## config.mk

```make
export PLATFORM = sky130hd
export DESIGN_NAME = seq_divider
export DESIGN_NICKNAME = d
export VERILOG_FILES = /design/src/rtl/seq_divider.sv
export SDC_FILE = /design/constraint.sdc
export NUM_CORES = 1
export LEC_CHECK = 0
export CAP_MARGIN = 20
export CELL_PAD_IN_SITES_DETAIL_PLACEMENT = 0
export CELL_PAD_IN_SITES_GLOBAL_PLACEMENT = 2
export CORE_AREA = 10 10 94 96
export CTS_BUF_LIST = sky130_fd_sc_hd__clkbuf_4
export CTS_CLUSTER_SIZE = 40
export DETAILED_ROUTE_END_ITERATION = 8
export DIE_AREA = 0 0 104 106
export GPL_ROUTABILITY_DRIVEN = 0
export GPL_TIMING_DRIVEN = 0
export PLACE_DENSITY_LB_ADDON = 0.1
export SYNTH_ARGS = -nofsm -noshare
export SYNTH_HDL_FRONTEND = slang
export SYNTH_SLANG_ARGS = --single-unit
export TNS_END_PERCENT = 30
```

## constraint.sdc

```tcl
create_clock -name clk -period 3.27 [get_ports clk]
set_input_delay 0.654 -clock clk [delete_from_list [all_inputs] [get_ports clk]]
set_output_delay 0.654 -clock clk [all_outputs]
set_load 0.1 [all_outputs]
```

## src/rtl/seq_divider.sv

```systemverilog
// Multi-cycle unsigned restoring divider: one quotient bit per clock.
// Divide by zero completes in a single cycle with all result bits forced high.
module seq_divider #(
  parameter int unsigned WIDTH = 8
) (
  input  logic             clk,
  input  logic             rst,
  input  logic             start,
  input  logic [WIDTH-1:0] A,
  input  logic [WIDTH-1:0] B,
  output logic [WIDTH-1:0] quotient,
  output logic [WIDTH-1:0] remainder,
  output logic             busy,
  output logic             done,
  output logic             error
);

  localparam int unsigned CW = $clog2(WIDTH + 1);

  typedef enum logic [1:0] {
    IDLE = 2'd0,
    CALC = 2'd1,
    DONE = 2'd2
  } state_t;

  state_t           state, state_nxt;
  logic [WIDTH-1:0] part, part_nxt;
  logic [WIDTH-1:0] shreg, shreg_nxt;
  logic [WIDTH-1:0] divisor, divisor_nxt;
  logic [CW-1:0]    count, count_nxt;
  logic [WIDTH-1:0] quo_nxt, rem_nxt;
  logic             err_nxt;

  logic [WIDTH:0]   shifted;
  logic [WIDTH:0]   trial;
  logic             accept;

  // The partial remainder is always below the divisor, so its top bit of the
  // WIDTH+1-bit arithmetic form is constantly zero and is not stored.
  assign shifted = {part, shreg[WIDTH-1]};
  assign trial   = shifted - {1'b0, divisor};
  assign accept  = start && (state != CALC);

  assign busy = (state == CALC);
  assign done = (state == DONE);

  always_ff @(posedge clk or posedge rst) begin
    if (rst) begin
      state     <= IDLE;
      part      <= '0;
      shreg     <= '0;
      divisor   <= '0;
      count     <= '0;
      quotient  <= '0;
      remainder <= '0;
      error     <= 1'b0;
    end else begin
      state     <= state_nxt;
      part      <= part_nxt;
      shreg     <= shreg_nxt;
      divisor   <= divisor_nxt;
      count     <= count_nxt;
      quotient  <= quo_nxt;
      remainder <= rem_nxt;
      error     <= err_nxt;
    end
  end

  always_comb begin
    state_nxt   = state;
    part_nxt    = part;
    shreg_nxt   = shreg;
    divisor_nxt = divisor;
    count_nxt   = count;
    quo_nxt     = quotient;
    rem_nxt     = remainder;
    err_nxt     = error;

    case (state)
      IDLE, DONE: begin
        if (accept) begin
          divisor_nxt = B;
          shreg_nxt   = A;
          count_nxt   = CW'(WIDTH);
          err_nxt     = 1'b0;
          if (B == '0) begin
            quo_nxt   = '1;
            rem_nxt   = '1;
            err_nxt   = 1'b1;
            state_nxt = DONE;
          end else begin
            part_nxt  = '0;
            state_nxt = CALC;
          end
        end else begin
          state_nxt = IDLE;
        end
      end

      CALC: begin
        if (trial[WIDTH]) begin
          part_nxt  = shifted[WIDTH-1:0];
          shreg_nxt = {shreg[WIDTH-2:0], 1'b0};
        end else begin
          part_nxt  = trial[WIDTH-1:0];
          shreg_nxt = {shreg[WIDTH-2:0], 1'b1};
        end
        count_nxt = count - CW'(1);
        if (count == CW'(1)) begin
          quo_nxt   = shreg_nxt;
          rem_nxt   = part_nxt;
          state_nxt = DONE;
        end
      end

      default: state_nxt = IDLE;
    endcase
  end

endmodule

```

==> metrics.cfg <==
[drt]
wirelength_um=5862
drc=0
drtIter0Drc=35
dr.pass1.iters=4
vias=1840
via_per_inst=4.718
ant_nets=0
drt-wirelength-per-cell_um=15.03

[logic_synthesis]
synth.area.top_cells=dfrtp_1, nor2_1, ha_1
syn-instance-count=245
syn_nets=275
ys_warn_count=0
synth.distinct_cells=45
synth_edf_count=0
syn_avg_cell_area_um2=9.524
synth_top_cell_by_area=dfrtp_1
synth.cell_area_um2=2333
yosys.area.top_type_share_pct=50.40
ys_ff_latch=47
postSynth.asyncResetShare_pct=100.0
ys.flop_type=dfrtp_1
synth-seq-area-share_pct=50.40

[timing]
clock_skew_ps=9.142
worst_hold_slack_ps=516.3
slew_headroom_pct=34.76
fin_crit_sh_pct=88.10
finalSetupViolCount=0
layout_min_cycle_time_ps=2881
worst_pin_slew_ps=975.5
rsz0062_at_grt=false
final_hold_viol_count=0
max_freq_mhz=347.1
setup_tns_ps=0
slew_violations=0

[critical_path]
slowest_stage=clkdlybuf4s50_1
max_stage_delay_ps=1140
path_class=flip-flop to output pin
crit_buf_inv=2
required_ps=2620
path_cells=nand2b_1, inv_2, clkdlybuf4s50_1
crit_family=buffers and inverters
arrival_ps=2230
r2r-start=shreg[7]
cp-end-kind=output pin
path_max_fanout=5
critPathLaunch=state[1]
startpoint_type=flip-flop

[floorplanning]
start_util_pct=33.06
die_x_um=104
row_count=31
die_area_um2=11020
io_pins=38
core_area_um2=7059
die_h_um=106

[clock_network]
cts.sinks=47
insertion_delay_ps=370
cts-root-buf=clkbuf_4
h-tree-depth=2
post_cts.repair.setup_buffers=0
clk_pin_slew_ps=150
tritoncts=done
clk_path_buf_depth=2
cts_made_buffers=5
holdBufCountCts=0
cts_resized=0

[global_route]
antenna_found_initial=0
grt_start_max_net_pins=34
grt_pass1_vias=1995
use_met3_pct=2.657
grt.total_usage_pct=11.22
grt_use_met1_pct=13.52
grt_busiest_layer=met2
grt_first_pass_wirelength_um=10150
gr-total-overflow=0
use_met2_pct=19.66

[hold_path]
hold_start=divisor[0]
hp-class=flip-flop to flip-flop

[finish]
stdcell_count=390
syn_to_final_growth_pct=26.70
antenna_cells=0
drive_gt1_share_pct=8.591
fillerInstances=764
nets=320

[place]
hpwl_um=4570
dp_cells=382
numPortBuffers=37

[run_status]
status=finished, final reports clean

[flow_run]
maxCapViolCount=0

-- cells in the final DEF (no fill, tap or decap), types with 2 or more instances in the layout --
master and count:
a21oi_1 20, a21oi_2 2, a31oi_1 3, and2_1 2, buf_2 4, bufinv_16 2, clkbuf_1 5, clkbuf_4 5
clkdlybuf4s50_1 37, dfrtp_1 47, ha_1 10, inv_1 12, inv_2 2, mux2i_1 7, nand2_1 28, nand2b_1 4
nand3_1 4, nor2_1 36, nor2b_1 3, nor3_1 6, nor4_1 3, o21ai_0 10, o21ai_1 3, o21bai_1 2
o22ai_1 5, xnor2_1 4, xor2_1 2
-- per-layer routing --
metal,vias to the layer above,routed length [µm]
met5,-,0
met4,0,65
met3,6,192
met2,24,2925
met1,888,2679
li1,922,-
-- cell usage after synthesis (3+ instances only) --
master    count
dfrtp_1      47
ha_1         10
nand2b_1      4
nor4_1        3
clkbuf_1      5
nor2_1       36
a31oi_1       3
nand3_1       4
nor3_1        6
nand2_1      28
nor2b_1       3
o21ai_0      10
mux2i_1       7
o22ai_1       5
o21ai_1       3
a21oi_1      20
inv_1        13
xnor2_1       4
buf_2         4
-- registers in the layout, summed over array words and instances (netlist names) --
| signal | cells |
|---|---|
| count | 4 |
| divisor | 8 |
| error | 1 |
| part | 8 |
| quotient | 8 |
| remainder | 8 |
| shreg | 8 |
| state | 2 |
-- final timing paths --
check | endpoint | cells after the start | slack (ps)
max | busy | 3 | 390
min | divisor[0] | 2 | 520
max reg2reg | part[2] | 10 | 690
min reg2reg | divisor[0] | 2 | 520
max in group asynchronous | remainder[2] | 3 | 2230
min in group asynchronous | error | 2 | 560
-- worst min-delay path: stages, from the launching register on --
cell,delay [ps]
dfrtp_1,390
nand2_1,50
nand2_1,60
-- through the flow --
stage          util [%]  setup slack [ps]  cell area, µm²
2_1_floorplan         -             889.3            2333
3_3_place_gp      40.06             449.7            2828
3_5_place_dp      40.34             682.8            2848
4_1_cts           41.88             357.7            2957
5_1_grt           41.88             246.9            2957
6_report          41.88             389.2            2957
-- logic make-up after synthesis --
| group | synth area share [%] |
|---|---|
| fa+ha+maj | 6.220 |
| simple gates | 18.23 |
| mux | 4.718 |
| compound gates | 14.10 |
| flops | 50.40 |
| xor+xnor | 2.252 |
| buf+inv | 4.075 |
-- layout make-up --
type | count | area (µm²) | area share (%)
Sequential cell | 47 | 1176 | 39.78
Multi-Input combinational cell | 174 | 1062 | 35.93
Timing Repair Buffer | 38 | 390.4 | 13.20
Tap cell | 99 | 123.9 | 4.190
Clock inverter | 3 | 71.32 | 2.412
Inverter | 14 | 52.55 | 1.777
Buffer | 10 | 42.54 | 1.439
Clock buffer | 5 | 37.54 | 1.270
Power is not shown: default switching activity piles up to over one toggle a cycle in this logic, so the estimate is an artifact.
